===== src/rtl/vga_timing_if.sv =====
// VGA timing bundle: sync, blanking, raster position and frame/pixel strobes.
interface vga_timing_if;
    logic       hSync;
    logic       vSync;
    logic       bright;
    logic [9:0] hCount;
    logic [9:0] vCount;
    logic       pix_tick;
    logic       frame_tick;
    logic [7:0] frame_count;

    modport master (
        output hSync, vSync, bright, hCount, vCount,
               pix_tick, frame_tick, frame_count
    );

    modport slave (
        input  hSync, vSync, bright, hCount, vCount,
               pix_tick, frame_tick, frame_count
    );
endinterface


===== src/rtl/vga_timing_gen.sv =====
// VGA raster timing generator.
// A free-running divider produces a one-clk pixel enable; the column/line
// counters advance on that enable. Sync and blanking are decoded from the
// counters' next-state values and registered, so they line up with the
// registered counters in every cycle.
module vga_timing_gen #(
    parameter int CLK_DIV     = 4,
    parameter int H_TOTAL     = 800,
    parameter int H_SYNC      = 96,
    parameter int H_VIS_START = 144,
    parameter int H_VIS_END   = 783,
    parameter int V_TOTAL     = 525,
    parameter int V_SYNC      = 2,
    parameter int V_VIS_START = 35,
    parameter int V_VIS_END   = 514
) (
    input  logic         clk,
    input  logic         reset,
    vga_timing_if.master vga
);
    localparam int               DIV_W    = (CLK_DIV > 1) ? $clog2(CLK_DIV) : 1;
    localparam logic [DIV_W-1:0] DIV_LAST = DIV_W'(CLK_DIV - 1);

    localparam logic [9:0] H_LAST  = 10'(H_TOTAL - 1);
    localparam logic [9:0] V_LAST  = 10'(V_TOTAL - 1);
    localparam logic [9:0] H_SYNC_C = 10'(H_SYNC);
    localparam logic [9:0] V_SYNC_C = 10'(V_SYNC);
    localparam logic [9:0] H_VS_C  = 10'(H_VIS_START);
    localparam logic [9:0] H_VE_C  = 10'(H_VIS_END);
    localparam logic [9:0] V_VS_C  = 10'(V_VIS_START);
    localparam logic [9:0] V_VE_C  = 10'(V_VIS_END);

    logic [DIV_W-1:0] div_q;
    logic             pix_tick_q;
    logic [9:0]       h_q, v_q;
    logic [9:0]       h_nxt, v_nxt;
    logic             h_wrap, v_wrap;
    logic             hsync_q, vsync_q, bright_q;
    logic             frame_tick_q;
    logic [7:0]       frame_cnt_q;

    // Pixel enable: divider wraps at CLK_DIV-1, tick registered off its terminal count
    always_ff @(posedge clk or posedge reset) begin
        if (reset) begin
            div_q      <= '0;
            pix_tick_q <= 1'b0;
        end else begin
            div_q      <= (div_q == DIV_LAST) ? '0 : div_q + 1'b1;
            pix_tick_q <= (div_q == DIV_LAST);
        end
    end

    // Next raster position; >= guards keep the counters inside their range
    always_comb begin
        h_wrap = (h_q >= H_LAST);
        v_wrap = (v_q >= V_LAST);
        h_nxt  = h_q;
        v_nxt  = v_q;
        if (pix_tick_q) begin
            h_nxt = h_wrap ? 10'd0 : h_q + 10'd1;
            if (h_wrap)
                v_nxt = v_wrap ? 10'd0 : v_q + 10'd1;
        end
    end

    // Counters plus sync/blank decoded from next state so they share the same edge
    always_ff @(posedge clk or posedge reset) begin
        if (reset) begin
            h_q      <= 10'd0;
            v_q      <= 10'd0;
            hsync_q  <= 1'b0;
            vsync_q  <= 1'b0;
            bright_q <= 1'b0;
        end else begin
            h_q      <= h_nxt;
            v_q      <= v_nxt;
            hsync_q  <= (h_nxt >= H_SYNC_C);
            vsync_q  <= (v_nxt >= V_SYNC_C);
            bright_q <= (h_nxt >= H_VS_C) && (h_nxt <= H_VE_C) &&
                        (v_nxt >= V_VS_C) && (v_nxt <= V_VE_C);
        end
    end

    // Frame strobe and frame counter fire on the edge that wraps both counters
    always_ff @(posedge clk or posedge reset) begin
        if (reset) begin
            frame_tick_q <= 1'b0;
            frame_cnt_q  <= 8'd0;
        end else begin
            frame_tick_q <= pix_tick_q && h_wrap && v_wrap;
            if (pix_tick_q && h_wrap && v_wrap)
                frame_cnt_q <= frame_cnt_q + 8'd1;
        end
    end

    assign vga.hSync       = hsync_q;
    assign vga.vSync       = vsync_q;
    assign vga.bright      = bright_q;
    assign vga.hCount      = h_q;
    assign vga.vCount      = v_q;
    assign vga.pix_tick    = pix_tick_q;
    assign vga.frame_tick  = frame_tick_q;
    assign vga.frame_count = frame_cnt_q;
endmodule


===== src/flat_wrapper.sv =====
// flat-port wrapper written by rule: the top's interface ports become plain ports
module vga_timing_gen_flat 
#(
    parameter int CLK_DIV     = 4,
    parameter int H_TOTAL     = 800,
    parameter int H_SYNC      = 96,
    parameter int H_VIS_START = 144,
    parameter int H_VIS_END   = 783,
    parameter int V_TOTAL     = 525,
    parameter int V_SYNC      = 2,
    parameter int V_VIS_START = 35,
    parameter int V_VIS_END   = 514
)
  (clk, reset, vga_hSync, vga_vSync, vga_bright, vga_hCount, vga_vCount, vga_pix_tick, vga_frame_tick, vga_frame_count);
  vga_timing_if vga_i ();
  input  logic clk;
  input  logic reset;
  output wire logic [$bits(vga_i.hSync)-1:0] vga_hSync;
  output wire logic [$bits(vga_i.vSync)-1:0] vga_vSync;
  output wire logic [$bits(vga_i.bright)-1:0] vga_bright;
  output wire logic [$bits(vga_i.hCount)-1:0] vga_hCount;
  output wire logic [$bits(vga_i.vCount)-1:0] vga_vCount;
  output wire logic [$bits(vga_i.pix_tick)-1:0] vga_pix_tick;
  output wire logic [$bits(vga_i.frame_tick)-1:0] vga_frame_tick;
  output wire logic [$bits(vga_i.frame_count)-1:0] vga_frame_count;
  assign vga_hSync = vga_i.hSync;
  assign vga_vSync = vga_i.vSync;
  assign vga_bright = vga_i.bright;
  assign vga_hCount = vga_i.hCount;
  assign vga_vCount = vga_i.vCount;
  assign vga_pix_tick = vga_i.pix_tick;
  assign vga_frame_tick = vga_i.frame_tick;
  assign vga_frame_count = vga_i.frame_count;
  vga_timing_gen #(.CLK_DIV(CLK_DIV), .H_TOTAL(H_TOTAL), .H_SYNC(H_SYNC), .H_VIS_START(H_VIS_START), .H_VIS_END(H_VIS_END), .V_TOTAL(V_TOTAL), .V_SYNC(V_SYNC), .V_VIS_START(V_VIS_START), .V_VIS_END(V_VIS_END)) u_core (.clk(clk), .reset(reset), .vga(vga_i));
endmodule

===== config.mk =====
export PLATFORM = sky130hd
export DESIGN_NAME = vga_timing_gen_flat
export DESIGN_NICKNAME = d
export VERILOG_FILES = /design/src/rtl/vga_timing_if.sv /design/src/rtl/vga_timing_gen.sv /design/src/flat_wrapper.sv
export SDC_FILE = /design/constraint.sdc
export NUM_CORES = 1
export LEC_CHECK = 0
export CAP_MARGIN = 40
export CELL_PAD_IN_SITES_DETAIL_PLACEMENT = 0
export CELL_PAD_IN_SITES_GLOBAL_PLACEMENT = 1
export CORE_MARGIN = 3
export CORE_UTILIZATION = 40
export CTS_CLUSTER_SIZE = 20
export DETAILED_ROUTE_END_ITERATION = 8
export GPL_ROUTABILITY_DRIVEN = 0
export HOLD_SLACK_MARGIN = 0.06
export PLACE_DENSITY = 0.79
export SKIP_LAST_GASP = 1
export SLEW_MARGIN = 5
export SYNTH_ARGS = -nofsm -noshare
export SYNTH_HDL_FRONTEND = slang
export SYNTH_SLANG_ARGS = --single-unit
export TNS_END_PERCENT = 100

===== constraint.sdc =====
create_clock -name clk -period 2.7 [get_ports clk]
set_clock_uncertainty 0.15 [all_clocks]
set_input_delay 0.27 -clock clk [delete_from_list [all_inputs] [get_ports clk]]
set_output_delay 0.27 -clock clk [all_outputs]
set_load 0.01 [all_outputs]

==> impl_summary.txt <==
----------------------------------------------------
[Power]
  Internal power consumption ... around 0.0008 W
  Sequential power share ... between 50 and 60%
  Fraction of power spent switching nets ... a little under a fifth
  Clock share of power ... 45.3%
  Power consumption ... 0.0009816 W
  Pleak ... around 1.0 nW
  Total power density per cell area ... 409.5 mW/mm2
  Combinational Power Share ... 1.3%
  Switch Pwr ... around 0.00018 W
  Worst VDD drop ... ~0.00025 V

[Job]
  # Max-Cap Violations ... 0

[STA]
  Final number of setup-violating endpoints ... 0
  Final count of pins violating max slew ... 0
  Final total negative setup slack ... 0 ps
  Setup repair after global routing missed its margin ... no
  Least-Margin Pin Slew ... between 400 and 500 ps
  Number of failing hold endpoints at the final stage ... 0
  Relative slew slack ... a little over two thirds
  Achievable clock frequency ... 0.4029 GHz
  Clock period minus final worst setup slack ... 2482 ps
  Final period utilization ... between 90% and 100%

[Final layout]
  Share of cells above drive strength 1 ... 14.54%
  Area growth, synth to finish ... 28.85%
  Most frequent cells in the layout ... dfrtp_1 (35), clkdlybuf4s50_1 (34), nand2_1 (19), o21ai_0 (13), nor2_1 (11)
  Final layout net count ... roughly 230
  Commonest non-fill, non-tap cell in the layout ... dfrtp_1
  Number of inserted diodes ... 0
  Share of the core filled with cells ... 54.31%

[GRT]
  Number of global-route vias before repair ... roughly 1500
  Number of antenna violations at the first check in global routing ... 0
  Global-route usage over all layers ... between 15 and 20%
  Final global-route overflow total ... 0
  Pin count of the biggest net entering global routing ... 36
  Global-route wire length before repair ... about 7000 um

[Logic synthesis]
  Mapped Nets ... ~190
  Proportion of netlist area held by the largest area contributor ... 47.07%
  Yosys warning total ... 0
  Async set-or-reset flop fraction in the synthesized netlist ... between 90% and 100%
  Fraction of the yosys area taken by sequential cells ... 47.07%
  #FFs+latches synth ... 35
  Most frequently used flop master after synthesis ... dfrtp_1
  Largest cells by area after synthesis ... dfrtp_1 (47%), nand2_1 (3.8%), xnor2_1 (3.8%)
  Number of cells produced by synthesis ... 184
  Mean cell area of the mapped netlist ... approximately 10 um2
  Number of library cell types mapped by synthesis ... 48
  Post-synthesis instance area ... around 0.0019 mm2
  EDFF count, synth ... 0
  Biggest area consumer among synthesized cells ... dfrtp_1

[Die]
  Chip width ... 74.20 um
  Cell row count ... 24
  Full die area ... between 0.005 and 0.006 mm2
  Floorplan Core Area ... roughly 0.0044 mm2
  Effective utilization at floorplan ... about 42%
  Die Ht ... 74.20 um
  Num ports ... 35

[Setup path]
  Crit path max fanout ... 10
  Highest cell delay on the worst timing path ... ~430 ps
  Combined buffer and inverter count along the critical path ... 1
  Kind of cell adding the most delay to the critical path ... compound AO/OA/AOI/OAI gates
  Worst setup SP type ... flip-flop
  Critical path capture point type ... flip-flop
  Critical path's slowest cell ... dfrtp_1
  Critical path required time ... ~2700 ps
  Category of the most critical setup path ... reg -> reg
  Cell Chain, Critical Path ... ha_2 > nand4_4 > a211o_1 > nor2_2 > a22o_1 > nor3_2 > buf_4 > a21o_1 > a221oi_2
  Endpoint arrival time on the critical path ... between 2000 and 3000 ps

[Clock tree]
  Clock latency reported for the late side of the worst-skew pair ... about 280 ps
  Total of hold buffers inserted after clock tree synthesis ... 0
  TritonCTS clock tree ... done
  Number of H-tree levels ... 2
  Post-CTS clock slew at the launch and capture registers of the worst setup and hold paths ... about 70 ps
  Number of sinks on the clock net ... 35
  Clock tree root driver cell ... clkbuf_8
  Maximum number of buffers from clock root to sink ... 2
  Num CTS Buffers ... 5

[Detailed routing]
  Wire length after detailed routing ... roughly 4200 um
  Routed via count divided by cell count ... roughly 5.5
  Initial drt markers ... 42
  Detail-routed net length per standard cell ... ~15 um
  DRC Markers ... 0
  Detailed Routing Iterations Pass 1 ... 4
  Total number of vias ... approximately 1500
  Antenna-violating nets left ... 0

[Placed design]
  Buffers added on ports ... 34
  Half-perimeter wire length after placement ... 3116 um

[Min path]
  Worst hold-check path type ... in -> async

[Outcome]
  Result of the run ... completed

----------------------------------------------------
[worst reg2reg max path, delay by kind of cell (launching register included)]
kind	cells	cell delay [ps]
compound gates	4	980
flops	1	430
simple gates	3	410
fa+ha+maj	1	270
buf+inv	1	150
[routing by layer]
metal,GRT usage (%),vias up,share of wire [%]
met5,0,-,0
met4,8.451,0,2.2
met1,20.41,748,45
met2,26.57,38,48
met3,4.459,9,4.6
li1,-,744,-
[layout make-up]
cell class,instances,area (um2)
Clock buffer,6,72.57
Clock inverter,1,30.03
Fill cell,390,2017
Inverter,7,26.28
Multi-Input combinational cell,135,919.6
Sequential cell,35,875.8
Tap cell,52,65.06
Timing Repair Buffer,43,407.9
[power groups by stage]
stage / Sequential [W] / Clock [W] / Combinational [W]
floorplan: 0.000534 / 0 / 0.00000772
global placement: 0.000534 / 0 / 0.0000129
detailed placement: 0.000534 / 0 / 0.0000135
CTS: 0.000524 / 0.000461 / 0.0000135
global route: 0.000524 / 0.000483 / 0.0000149
finish: 0.000524 / 0.000445 / 0.0000124
[flip-flops by register name (all words and copies together), names as in the netlist]
name and count:
u_core.vga.vSync 1, u_core.vga.pix_tick 1, u_core.vga.frame_tick 1, u_core.vga.bright 1, u_core.vga.hSync 1, u_core.vga.hCount 10
u_core.vga.frame_count 8, u_core.div_q 2, u_core.vga.vCount 10
[cells in the mapped netlist (all sizes together) (3+ instances only)]
cell and instances:
nor2 13, a21oi 5, nand3 6, a211oi 3, nand2 19, o2bb2ai 3
nor2b 3, and3 8, nand4 8, o21ai 16, inv 7, buf 6
nor3 5, dfrtp 35, nand2b 4, ha 5, a21o 3, xnor2 8
[logic make-up (layout without fill, tap and decap cells)]
group | after synthesis | after routing | share of synthesized area (%)
buf+inv | 14 | 57 | 3.631
mux | 3 | 3 | 1.748
compound gates | 43 | 43 | 17.15
xor+xnor | 10 | 10 | 4.708
flops | 35 | 35 | 47.07
simple gates | 74 | 74 | 22.33
fa+ha+maj | 5 | 5 | 3.362
[repair_timing]
item | in CTS | in global routing
hold endpoints to repair | 0 | 0
gates resized for setup | 0 | 1
setup buffers | 0 | 0
setup endpoints to repair | 0 | 1
[path summary, 6_finish.rpt]
check | cells past startpoint | slack [ps] | to | start
worst min-delay path | 3 | 240 | u_core.vga.pix_tick | reset
max in group asynchronous | 3 | 1850 | u_core.vga.vCount[0] | reset
worst max-delay path | 9 | 220 | u_core.vga.bright | u_core.vga.hCount[0]
min in group clk | 1 | 280 | u_core.div_q[0] | u_core.div_q[0]
worst min register to register | 1 | 280 | u_core.div_q[0] | u_core.div_q[0]
worst max register to register | 9 | 220 | u_core.vga.bright | u_core.vga.hCount[0]
[stage by stage]
| stage | hold slack, ps | worst slack (ps) | area, um2 | std cells |
|---|---|---|---|---|
| 5_1_grt | 281.4 | 37.13 | 2397 | 279 |
| 2_1_floorplan | 253.1 | 341.4 | 1861 | 184 |
| 4_1_cts | 244.1 | 156.5 | 2395 | 279 |
| 3_5_place_dp | 273.6 | 166.1 | 2292 | 272 |
| 6_report | 238.7 | 217.8 | 2397 | 279 |
| 3_3_place_gp | 263.5 | 250.9 | 2292 | 272 |
Note: power is estimated with default switching activity, not from simulation.
